### config.mk
export PLATFORM = sky130hd
export DESIGN_NAME = mem_stage_flat
export DESIGN_NICKNAME = d
export VERILOG_FILES = /design/src/rtl/mem_stage_if.sv /design/src/rtl/mem_stage.sv /design/src/flat_wrapper.sv
export SDC_FILE = /design/constraint.sdc
export NUM_CORES = 1
export LEC_CHECK = 0
export ABC_CLOCK_PERIOD_IN_PS = 25400
export BUFFER_PORTS_ARGS = -buffer_cell sky130_fd_sc_hd__buf_2
export CAP_MARGIN = 20
export CORE_AREA = 4 4 154 156
export DETAILED_ROUTE_END_ITERATION = 6
export DIE_AREA = 0 0 158 160
export REMOVE_ABC_BUFFERS = 1
export SLEW_MARGIN = 25
export SYNTH_ARGS = -nofsm -noshare
export SYNTH_HDL_FRONTEND = slang
export SYNTH_SLANG_ARGS = --single-unit
export TNS_END_PERCENT = 100
### constraint.sdc
create_clock -name clk -period 25.4 [get_ports clk]
set_clock_uncertainty 0.2 [all_clocks]
set_input_delay 5.08 -clock clk [delete_from_list [all_inputs] [get_ports clk]]
set_output_delay 5.08 -clock clk [all_outputs]
set_load 0.02 [all_outputs]
### src/rtl/mem_stage_if.sv
// EXE->MEM, data-SRAM response, MEM->WB and forwarding signals of the MEM stage.
// The stage takes the slave modport; its surroundings (EXE, SRAM, WB, decode) take master.
interface mem_stage_if #(parameter int SIDE_W = 80);
  logic              es_to_ms_valid;
  logic              ms_allowin;
  logic [31:0]       es_pc;
  logic [3:0]        es_gr_we;
  logic [4:0]        es_dest;
  logic [31:0]       es_alu_result;
  logic [31:0]       es_rt_value;
  logic [6:0]        es_load_op;
  logic              es_mem_req;
  logic [SIDE_W-1:0] es_side_bus;
  logic              data_sram_data_ok;
  logic [31:0]       data_sram_rdata;
  logic              flush;
  logic              ws_allowin;
  logic              ms_to_ws_valid;
  logic [31:0]       ms_pc;
  logic [3:0]        ms_gr_we;
  logic [4:0]        ms_dest;
  logic [31:0]       ms_final_result;
  logic [SIDE_W-1:0] ms_side_bus;
  logic [3:0]        ms_fwd_we;
  logic [4:0]        ms_fwd_dest;
  logic              ms_fwd_pending;

  modport slave (
    input  es_to_ms_valid, es_pc, es_gr_we, es_dest, es_alu_result, es_rt_value,
           es_load_op, es_mem_req, es_side_bus, data_sram_data_ok, data_sram_rdata,
           flush, ws_allowin,
    output ms_allowin, ms_to_ws_valid, ms_pc, ms_gr_we, ms_dest, ms_final_result,
           ms_side_bus, ms_fwd_we, ms_fwd_dest, ms_fwd_pending
  );

  modport master (
    output es_to_ms_valid, es_pc, es_gr_we, es_dest, es_alu_result, es_rt_value,
           es_load_op, es_mem_req, es_side_bus, data_sram_data_ok, data_sram_rdata,
           flush, ws_allowin,
    input  ms_allowin, ms_to_ws_valid, ms_pc, ms_gr_we, ms_dest, ms_final_result,
           ms_side_bus, ms_fwd_we, ms_fwd_dest, ms_fwd_pending
  );
endinterface

### src/rtl/mem_stage.sv
// MIPS MEM stage: waits for data-SRAM data_ok, aligns load data, drops stale responses after flush.
// `MEM_UNALIGNED_LOAD_EN enables the lwl/lwr merge; otherwise lwl/lwr behave as lw.
module mem_stage #(
  parameter int SIDE_W          = 80,
  parameter int MAX_OUTSTANDING = 3
) (
  input logic   clk,
  input logic   resetn,
  mem_stage_if.slave bus
);
  localparam int CNT_W = $clog2(MAX_OUTSTANDING + 1);

  logic              ms_valid, req_pending, buf_valid;
  logic [CNT_W-1:0]  discard_cnt;
  logic [CNT_W+1:0]  cnt_sum;
  logic [31:0]       pc, alu_result, buf_data;
  logic [3:0]        gr_we;
  logic [4:0]        dest;
  logic [6:0]        load_op;
  logic [SIDE_W-1:0] side;
`ifdef MEM_UNALIGNED_LOAD_EN
  logic [31:0]       rt_value;
`endif

  logic drop, ok_live, ms_ready_go, take, capture, is_load;

  assign drop        = bus.data_sram_data_ok && (discard_cnt != '0);
  assign ok_live     = bus.data_sram_data_ok && (discard_cnt == '0);
  assign ms_ready_go = !req_pending || buf_valid || ok_live;
  assign bus.ms_allowin     = !ms_valid || (ms_ready_go && bus.ws_allowin);
  assign bus.ms_to_ws_valid = ms_valid && ms_ready_go && !bus.flush;
  assign take        = ok_live && req_pending && ms_valid && !buf_valid;
  assign capture     = bus.ms_allowin && bus.es_to_ms_valid && !bus.flush;

  // Responses still owed to flushed requests: the one in MEM (if not answered now)
  // and the one EXE issued in the flush cycle itself.
  always_comb begin
    cnt_sum = {2'b00, discard_cnt};
    if (bus.flush && req_pending && !buf_valid && !take) cnt_sum = cnt_sum + 1'b1;
    if (bus.flush && bus.es_to_ms_valid && bus.es_mem_req) cnt_sum = cnt_sum + 1'b1;
    if (drop) cnt_sum = cnt_sum - 1'b1;
  end

  always_ff @(posedge clk or negedge resetn) begin
    if (!resetn) begin
      ms_valid    <= 1'b0;
      req_pending <= 1'b0;
      buf_valid   <= 1'b0;
      discard_cnt <= '0;
    end else begin
      discard_cnt <= (cnt_sum > (CNT_W+2)'(MAX_OUTSTANDING)) ? CNT_W'(MAX_OUTSTANDING)
                                                              : cnt_sum[CNT_W-1:0];
      if (bus.flush) begin
        ms_valid    <= 1'b0;
        req_pending <= 1'b0;
        buf_valid   <= 1'b0;
      end else if (bus.ms_allowin) begin
        ms_valid    <= bus.es_to_ms_valid;
        req_pending <= bus.es_to_ms_valid && bus.es_mem_req;
        buf_valid   <= 1'b0;
      end else if (take) begin
        // WB stalled in the response cycle: hold the data until it drains
        buf_valid   <= 1'b1;
      end
    end
  end

  always_ff @(posedge clk) begin
    if (capture) begin
      pc         <= bus.es_pc;
      gr_we      <= bus.es_gr_we;
      dest       <= bus.es_dest;
      alu_result <= bus.es_alu_result;
      load_op    <= bus.es_load_op;
      side       <= bus.es_side_bus;
`ifdef MEM_UNALIGNED_LOAD_EN
      rt_value   <= bus.es_rt_value;
`endif
    end
    if (take) buf_data <= bus.data_sram_rdata;
  end

  assert property (@(posedge clk) disable iff (!resetn)
    cnt_sum <= (CNT_W+2)'(MAX_OUTSTANDING));

  logic [31:0] ld, aligned;
  logic [1:0]  a;
  logic [7:0]  byte_v;
  logic [15:0] half_v;

  assign ld = buf_valid ? buf_data : bus.data_sram_rdata;

  always_comb begin
    a       = alu_result[1:0];
    byte_v  = ld[{a, 3'b000} +: 8];
    half_v  = a[1] ? ld[31:16] : ld[15:0];
    aligned = ld;
    case (1'b1)
      load_op[0]: aligned = {{24{byte_v[7]}}, byte_v};
      load_op[1]: aligned = {24'd0, byte_v};
      load_op[2]: aligned = {{16{half_v[15]}}, half_v};
      load_op[3]: aligned = {16'd0, half_v};
      load_op[4]: aligned = ld;
`ifdef MEM_UNALIGNED_LOAD_EN
      load_op[5]: case (a)
        2'd0:    aligned = {ld[7:0],  rt_value[23:0]};
        2'd1:    aligned = {ld[15:0], rt_value[15:0]};
        2'd2:    aligned = {ld[23:0], rt_value[7:0]};
        default: aligned = ld;
      endcase
      load_op[6]: case (a)
        2'd0:    aligned = ld;
        2'd1:    aligned = {rt_value[31:24], ld[31:8]};
        2'd2:    aligned = {rt_value[31:16], ld[31:16]};
        default: aligned = {rt_value[31:8],  ld[31:24]};
      endcase
`else
      load_op[5], load_op[6]: aligned = ld;
`endif
      default: aligned = ld;
    endcase
  end

  assign is_load             = |load_op;
  assign bus.ms_pc           = pc;
  assign bus.ms_gr_we        = gr_we;
  assign bus.ms_dest         = dest;
  assign bus.ms_side_bus     = side;
  assign bus.ms_final_result = is_load ? aligned : alu_result;
  assign bus.ms_fwd_we       = ms_valid ? gr_we : 4'd0;
  assign bus.ms_fwd_dest     = ms_valid ? dest : 5'd0;
  assign bus.ms_fwd_pending  = ms_valid && is_load && !ms_ready_go;
endmodule
### src/flat_wrapper.sv
// flat-port wrapper written by rule: the top's interface ports become plain ports
module mem_stage_flat 
#(
  parameter int SIDE_W          = 80,
  parameter int MAX_OUTSTANDING = 3
)
  (clk, resetn, bus_es_to_ms_valid, bus_es_pc, bus_es_gr_we, bus_es_dest, bus_es_alu_result, bus_es_rt_value, bus_es_load_op, bus_es_mem_req, bus_es_side_bus, bus_data_sram_data_ok, bus_data_sram_rdata, bus_flush, bus_ws_allowin, bus_ms_allowin, bus_ms_to_ws_valid, bus_ms_pc, bus_ms_gr_we, bus_ms_dest, bus_ms_final_result, bus_ms_side_bus, bus_ms_fwd_we, bus_ms_fwd_dest, bus_ms_fwd_pending);
  mem_stage_if #(.SIDE_W(SIDE_W)) bus_i ();
  input logic clk;
  input logic resetn;
  input wire logic [$bits(bus_i.es_to_ms_valid)-1:0] bus_es_to_ms_valid;
  input wire logic [$bits(bus_i.es_pc)-1:0] bus_es_pc;
  input wire logic [$bits(bus_i.es_gr_we)-1:0] bus_es_gr_we;
  input wire logic [$bits(bus_i.es_dest)-1:0] bus_es_dest;
  input wire logic [$bits(bus_i.es_alu_result)-1:0] bus_es_alu_result;
  input wire logic [$bits(bus_i.es_rt_value)-1:0] bus_es_rt_value;
  input wire logic [$bits(bus_i.es_load_op)-1:0] bus_es_load_op;
  input wire logic [$bits(bus_i.es_mem_req)-1:0] bus_es_mem_req;
  input wire logic [$bits(bus_i.es_side_bus)-1:0] bus_es_side_bus;
  input wire logic [$bits(bus_i.data_sram_data_ok)-1:0] bus_data_sram_data_ok;
  input wire logic [$bits(bus_i.data_sram_rdata)-1:0] bus_data_sram_rdata;
  input wire logic [$bits(bus_i.flush)-1:0] bus_flush;
  input wire logic [$bits(bus_i.ws_allowin)-1:0] bus_ws_allowin;
  output wire logic [$bits(bus_i.ms_allowin)-1:0] bus_ms_allowin;
  output wire logic [$bits(bus_i.ms_to_ws_valid)-1:0] bus_ms_to_ws_valid;
  output wire logic [$bits(bus_i.ms_pc)-1:0] bus_ms_pc;
  output wire logic [$bits(bus_i.ms_gr_we)-1:0] bus_ms_gr_we;
  output wire logic [$bits(bus_i.ms_dest)-1:0] bus_ms_dest;
  output wire logic [$bits(bus_i.ms_final_result)-1:0] bus_ms_final_result;
  output wire logic [$bits(bus_i.ms_side_bus)-1:0] bus_ms_side_bus;
  output wire logic [$bits(bus_i.ms_fwd_we)-1:0] bus_ms_fwd_we;
  output wire logic [$bits(bus_i.ms_fwd_dest)-1:0] bus_ms_fwd_dest;
  output wire logic [$bits(bus_i.ms_fwd_pending)-1:0] bus_ms_fwd_pending;
  assign bus_i.es_to_ms_valid = bus_es_to_ms_valid;
  assign bus_i.es_pc = bus_es_pc;
  assign bus_i.es_gr_we = bus_es_gr_we;
  assign bus_i.es_dest = bus_es_dest;
  assign bus_i.es_alu_result = bus_es_alu_result;
  assign bus_i.es_rt_value = bus_es_rt_value;
  assign bus_i.es_load_op = bus_es_load_op;
  assign bus_i.es_mem_req = bus_es_mem_req;
  assign bus_i.es_side_bus = bus_es_side_bus;
  assign bus_i.data_sram_data_ok = bus_data_sram_data_ok;
  assign bus_i.data_sram_rdata = bus_data_sram_rdata;
  assign bus_i.flush = bus_flush;
  assign bus_i.ws_allowin = bus_ws_allowin;
  assign bus_ms_allowin = bus_i.ms_allowin;
  assign bus_ms_to_ws_valid = bus_i.ms_to_ws_valid;
  assign bus_ms_pc = bus_i.ms_pc;
  assign bus_ms_gr_we = bus_i.ms_gr_we;
  assign bus_ms_dest = bus_i.ms_dest;
  assign bus_ms_final_result = bus_i.ms_final_result;
  assign bus_ms_side_bus = bus_i.ms_side_bus;
  assign bus_ms_fwd_we = bus_i.ms_fwd_we;
  assign bus_ms_fwd_dest = bus_i.ms_fwd_dest;
  assign bus_ms_fwd_pending = bus_i.ms_fwd_pending;
  mem_stage #(.SIDE_W(SIDE_W), .MAX_OUTSTANDING(MAX_OUTSTANDING)) u_core (.clk(clk), .resetn(resetn), .bus(bus_i));
endmodule
Yosys cells after proc, flatten, opt, wreduce, memory -nomap -nowiden:

Cells that the tools add are included.
W data, S select, Z words.

* register bits after elaboration: 197
* bits of input ports: 231
* word-level logic and storage cells: 68

* $add $sub $neg: 3
* $lt $le $gt $ge: 1
* shifts and indexed selects: 1
* multiplexer cells: 20
* reductions and logical operators: 32

Operator list (count)
* $mux W32: 6
* $shiftx A32 B6 Y8: 1
* $logic_and A1 B1 Y1: 18
* $mux W16: 1
* $mux W4: 4
* $mux W1: 7
* $reduce_or A7 Y1: 1
* $logic_not A1 Y1: 6
* $mux W5: 1
* $add A4 B1 Y4 const B: 1
* $gt A4 B2 Y1 const B: 1
* $reduce_bool A2 Y1: 2
* $sub A4 B1 Y4 const B: 1
* $add A2 B1 Y3 const B: 1
* $logic_or A1 B1 Y1: 3
* $reduce_bool A3 Y1: 1
* $logic_not A2 Y1: 1
* $mux W2: 1

Depth between registers and ports, before layout:

* depth in word-level cells: 14
* depth in mapped cells: 13

Least setup slack after synthesis:

Ideal clock, no wire load.

* path kind: input-to-reg
* from: input port bus_data_sram_data_ok
* to: register u_core.alu_result[0], enable pin
* arrival: 17061 ps
* data required time: 24292 ps
* path slack: 7230 ps
* stages on the path: 4
* path buffers: 0
* path through: nand2_1 -> nand2_1 -> a21bo_2 -> nor3b_1

* cells in the longest elaborated chain, start to end: 6

RTL lines
* start, declared: line flat_wrapper.sv:20 `input wire logic [$bits(bus_i.data_sram_data_ok)-1:0] bus_data_sram_data_ok;`
* $logic_and A1 B1 Y1: line mem_stage.sv:28 `assign ok_live = bus.data_sram_data_ok && (discard_cnt == '0);`
* $logic_or A1 B1 Y1: line mem_stage.sv:29 `assign ms_ready_go = !req_pending || buf_valid || ok_live;`
* $logic_and A1 B1 Y1: line mem_stage.sv:30 `assign bus.ms_allowin = !ms_valid || (ms_ready_go && bus.ws_allowin);`
* $logic_or A1 B1 Y1: line mem_stage.sv:30
* via bus_ms_allowin: line flat_wrapper.sv:24 `output wire logic [$bits(bus_i.ms_allowin)-1:0] bus_ms_allowin;`
* $logic_and A1 B1 Y1 (2 in series): line mem_stage.sv:33 `assign capture = bus.ms_allowin && bus.es_to_ms_valid && !bus.flush;`
* via u_core.capture: line mem_stage.sv:25 `logic drop, ok_live, ms_ready_go, take, capture, is_load;`
* end signal, assigned: line mem_stage.sv:73 `alu_result <= bus.es_alu_result;`
* end, declared: line mem_stage.sv:16 `logic [31:0] pc, alu_result, buf_data;`

The timed path passes the listed nets, and every way through them passes these cells.
A chain may end at the register's enable or synchronous reset.

Worst setup path in the final report:

* from: input port bus_data_sram_rdata[31]
* to: output port bus_ms_final_result[23]

* cells in the longest elaborated chain, start to end: 6

RTL lines
* start, declared: line flat_wrapper.sv:21 `input wire logic [$bits(bus_i.data_sram_rdata)-1:0] bus_data_sram_rdata;`
* $mux W32 (*): line mem_stage.sv:91 `assign ld = buf_valid ? buf_data : bus.data_sram_rdata;`
* branches (longest 3 deep; another with $shiftx A32 B6 Y8)
* $mux W32 (*): line mem_stage.sv:98 `case (1'b1)`
* $mux W32 (*): line mem_stage.sv:129 `assign bus.ms_final_result = is_load ? aligned : alu_result;`
* end, declared: line flat_wrapper.sv:29 `output wire logic [$bits(bus_i.ms_final_result)-1:0] bus_ms_final_result;`

Mark *: on every way between the ends.

==> parameters.txt <==
Parameter                              Value

Synthesis
  Top-area cell type share of the netlist area ... 76.3%
  Most used DFF post-synth ... sky130_fd_sc_hd__edfxtp_1
  Synth Register Bits ... 197
  Area leader, netlist ... sky130_fd_sc_hd__edfxtp_1
  Mean instance size in the synthesized netlist ... 17.0 sq um
  Post-synth EDFFs ... 192
  Sequential share of the synthesized area ... 77.9%
  Share of synthesized registers carrying an async set or reset ... 2.54%
  Count of cell types in the netlist ... 44
  Post-synth design cell area ... 7560 sq um
  Most area-consuming cells after synthesis ... sky130_fd_sc_hd__edfxtp_1 76%, sky130_fd_sc_hd__mux2i_1 3.7%, sky130_fd_sc_hd__mux2_2 2.2%
  Cells after Synth ... 445
  Number of synthesis warnings ... 0

Setup path
  Worst Reg2Reg Path Length in Cells ... 12
  Reg2reg start ... u_core.discard_cnt[0]$_DFF_PN0_
  Reg2Reg Setup Slack ... 21.99 ns
  Maximum net fanout on the critical path ... 10
  Buffers plus inverters on the worst setup path ... 2
  Critical path capture point type ... primary output
  Destination of the worst register-to-register timing path ... u_core.discard_cnt[0]$_DFF_PN0_
  Worst Setup Path Type ... primary input to primary output
  Family with the most delay on the worst path ... compound AO/OA/AOI/OAI gates
  Required time of the critical path ... 20.12 ns
  Worst path most repeated cell ... sky130_fd_sc_hd__buf_2
  Arrival time at the worst endpoint ... 7.15 ns
  Critical path launch point type ... primary input
  Critical path's slowest cell ... sky130_fd_sc_hd__o21a_1
  Delay contributed by the slowest stage of the critical path ... 0.45 ns
  Series of cell instances along the critical path ... buf_2 -> mux4_2 -> mux2i_1 -> o21a_1 -> nand2_1 -> o22a_1 -> buf_2

Flow run
  Max-cap violation count ... 0

STA
  Final Setup Violations ... 0
  Sum Neg Setup Slack ... 0 ns
  Post-Route Hold Slack ... 0.461 ns
  Setup ws final ... 12.97 ns
  Final critical-path share of the clock period ... 48.9%
  Setup repair after global routing missed its margin ... no
  Highest Clock Rate ... 0.0805 GHz
  Max-Slew Margin vs Limit ... 37.7%
  Number of hold-slack violations in the final timing report ... 0
  Transition time at the pin with the least slew margin ... 0.935 ns
  Count of pins over their slew limit ... 0
  Min cycle time layout ... 12.43 ns

Drt
  Initial detailed-routing violation count ... 218
  First-pass DRT Iterations ... 4
  Number of vias per cell ... 4.69
  Routed wire length on met2 ... 11800 um
  Met1 wire length ... 8130 um
  Drc violations ... 0
  Count of vias placed by the detailed router ... 5226
  Routed wire length ... 22800 um
  Total met3 wirelength after detailed routing ... 2120 um
  Final antenna-violating net count ... 0
  Uppermost layer routed ... met5
  Routed len/inst ... 20.5 um

Clock tree
  Num Clock Sinks ... 197
  Clock buffers created by TritonCTS ... 17
  Post CTS Setup Buffer Count ... 0
  Cell chosen for the clock root ... sky130_fd_sc_hd__clkbuf_16
  Level count of the clock H-tree ... 4
  Clock tree buffer depth ... 2
  Post-CTS resize count ... 0
  Clock latency at the later pin of the worst-skew pair ... 0.43 ns
  Clock tree from TritonCTS ... done
  Number of hold buffers added after CTS ... 0
  Clock slew seen by the registers of the worst setup and hold paths ... 0.08 ns

Power
  Leakage power summed over all cells ... 4.19 nW
  Switching power ... 0.204 mW
  Power per cell area ... 72.4 nW/um^2
  Max rail drop VDD ... 0.0419 mV
  Clock Power Share ... 36.9%
  Portion of total power attributed to sequential cells ... 50.4%
  Sw Ratio ... 27.2%
  Pint ... 0.546 mW
  Logic gate share of total power ... 12.7%
  Final Total Pwr ... 0.750 mW

Final layout
  Commonest non-fill, non-tap cell in the layout ... sky130_fd_sc_hd__buf_2
  Fraction of final layout cells sized beyond drive strength 1 ... 51.2%
  Final Core Density ... 46.3%
  Post-route non-filler standard cell count ... 1114
  Final non-filler cell area ... 10300 sq um
  Number of nets in the finished design ... 1048
  Commonest cells after routing, fill and taps aside ... 363 x sky130_fd_sc_hd__buf_2, 192 x sky130_fd_sc_hd__edfxtp_1, 31 x sky130_fd_sc_hd__nor2_1
  Synthesis-to-finish area growth ... 36.9%

Min path
  Type of the tightest min-delay check ... flop to flop
  Worst-case hold path end point ... u_core.req_pending$_DFFE_PN0N_
  Launch instance of the worst min-delay path ... u_core.req_pending$_DFFE_PN0N_
  Cell count of the worst hold path ... 2

Placed design
  Placed Cells ... 1078
  Number of input and output port buffers inserted ... 363
  Post-Place Worst Slack ... 12.90 ns
  Cell area reported after detailed placement ... 9700 sq um
  Routability congestion estimate from global placement ... 0.833
  HPWL after detailed placement ... 17300 um

Global route
  Vias in the first global route ... 5349
  Pin count of the biggest net entering global routing ... 155
  Wire length of the first global-routing pass ... 33000 um
  Gr usage total ... 17.8%
  Initial antenna violation count ... 11
  Grt ovf ... 0

Die
  Die area ... 25300 sq um
  Die width ... 158 um
  I/O pin count ... 396
  Overall die height ... 160 um
  Area of the placeable core ... 22400 sq um
  Starting density of the core ... 33.8%
  Standard-cell rows ... 55

Outcome
  Outcome ... finished, final reports clean
==> power groups by stage <==
stage,registers [mW],logic (mW),clock network [mW]
after floorplan,0.400,0.0436,0
after global placement,0.385,0.0949,0
after detailed placement,0.385,0.0967,0
after CTS,0.378,0.0968,0.282
after global routing,0.380,0.105,0.298
final,0.378,0.0951,0.276
==> worst register-to-register path, delay by kind of cell (launching register included) <==
family	cells	cell delay [ns]
and+or+nand+nor	3	0.69
adders and majority gates	3	0.77
DFF	1	0.42
xor gates and xnor gates	1	0.12
buffers and inverters	2	0.17
AOI/OAI and AO/OA	3	0.91
==> logic make-up (layout without fill, tap and decap cells) <==
family | Yosys count | after routing | share of synthesized area, %
fa+ha+maj | 4 | 4 | 0.662
buf+inv | 25 | 406 | 1.52
simple gates | 103 | 103 | 6.77
flops | 197 | 197 | 77.9
other cells | 0 | 3 | 0
xor+xnor | 4 | 4 | 0.645
compound gates | 67 | 67 | 5.96
mux | 45 | 45 | 6.54
==> state kept, by name (all words and copies together), names as in the netlist <==
signal / flops
u_core.alu_result: 32
u_core.buf_data: 32
u_core.buf_valid: 1
u_core.bus.ms_dest: 5
u_core.bus.ms_gr_we: 4
u_core.bus.ms_pc: 32
u_core.bus.ms_side_bus: 80
u_core.discard_cnt: 2
u_core.load_op: 7
u_core.ms_valid: 1
u_core.req_pending: 1
==> Yosys cell counts (2+ instances only) <==
| cell type | instances |
|---|---|
| sky130_fd_sc_hd__edfxtp_1 | 192 |
| sky130_fd_sc_hd__nor2_1 | 32 |
| sky130_fd_sc_hd__mux2i_1 | 28 |
| sky130_fd_sc_hd__nand2_1 | 27 |
| sky130_fd_sc_hd__a21oi_1 | 20 |
| sky130_fd_sc_hd__mux2_2 | 15 |
| sky130_fd_sc_hd__o21ai_0 | 12 |
| sky130_fd_sc_hd__clkbuf_1 | 11 |
| sky130_fd_sc_hd__and2_1 | 10 |
| sky130_fd_sc_hd__nand3_1 | 9 |
| sky130_fd_sc_hd__o211ai_1 | 9 |
| sky130_fd_sc_hd__o22a_1 | 8 |
| sky130_fd_sc_hd__a222oi_1 | 6 |
| sky130_fd_sc_hd__inv_1 | 6 |
| sky130_fd_sc_hd__buf_2 | 5 |
| sky130_fd_sc_hd__dfrtp_1 | 5 |
| sky130_fd_sc_hd__ha_1 | 4 |
| sky130_fd_sc_hd__nand2b_1 | 4 |
| sky130_fd_sc_hd__and4b_1 | 3 |
| sky130_fd_sc_hd__a31oi_1 | 2 |
| sky130_fd_sc_hd__and3_1 | 2 |
| sky130_fd_sc_hd__and3b_1 | 2 |
| sky130_fd_sc_hd__buf_6 | 2 |
| sky130_fd_sc_hd__mux4_2 | 2 |
| sky130_fd_sc_hd__nand3b_1 | 2 |
| sky130_fd_sc_hd__nor2b_1 | 2 |
| sky130_fd_sc_hd__nor3_1 | 2 |
| sky130_fd_sc_hd__nor3b_1 | 2 |
| sky130_fd_sc_hd__o21a_1 | 2 |
| sky130_fd_sc_hd__o311ai_0 | 2 |
| sky130_fd_sc_hd__o31ai_1 | 2 |
| sky130_fd_sc_hd__or4_1 | 2 |
| sky130_fd_sc_hd__xnor2_1 | 2 |
==> worst max-delay path by stage <==
| stage | from | endpoint | slack, ns | cells past startpoint |
|---|---|---|---|---|
| after floorplan | bus_data_sram_data_ok | u_core.alu_result[0]$_DFFE_PP_ | 7.22 | 4 |
| after global placement | bus_data_sram_rdata[15] | bus_ms_final_result[23] | 12.92 | 7 |
| after detailed placement | bus_data_sram_rdata[31] | bus_ms_final_result[23] | 12.90 | 7 |
| after CTS | bus_data_sram_rdata[31] | bus_ms_final_result[23] | 12.90 | 7 |
| after global routing | bus_data_sram_rdata[31] | bus_ms_final_result[23] | 12.84 | 7 |
| final | bus_data_sram_rdata[31] | bus_ms_final_result[23] | 12.97 | 7 |
==> layout make-up <==
type | count | area (sq um)
antenna | 3 | 7.51
clock buffer | 18 | 429
clock inverter | 14 | 178
fill | 2049 | 12000
inverter | 6 | 22.5
multi-input combinational | 223 | 1580
sequential | 197 | 5890
tap | 285 | 357
timing repair buffer | 368 | 1890
==> layer usage <==
layer  global-route usage, %  vias to the layer above
li1                        -                     2482
met1                    19.1                     2465
met2                    30.8                      214
met3                    7.59                       51
met4                    7.10                       14
met5                       0                        -
(Power assumes the default switching activity.)
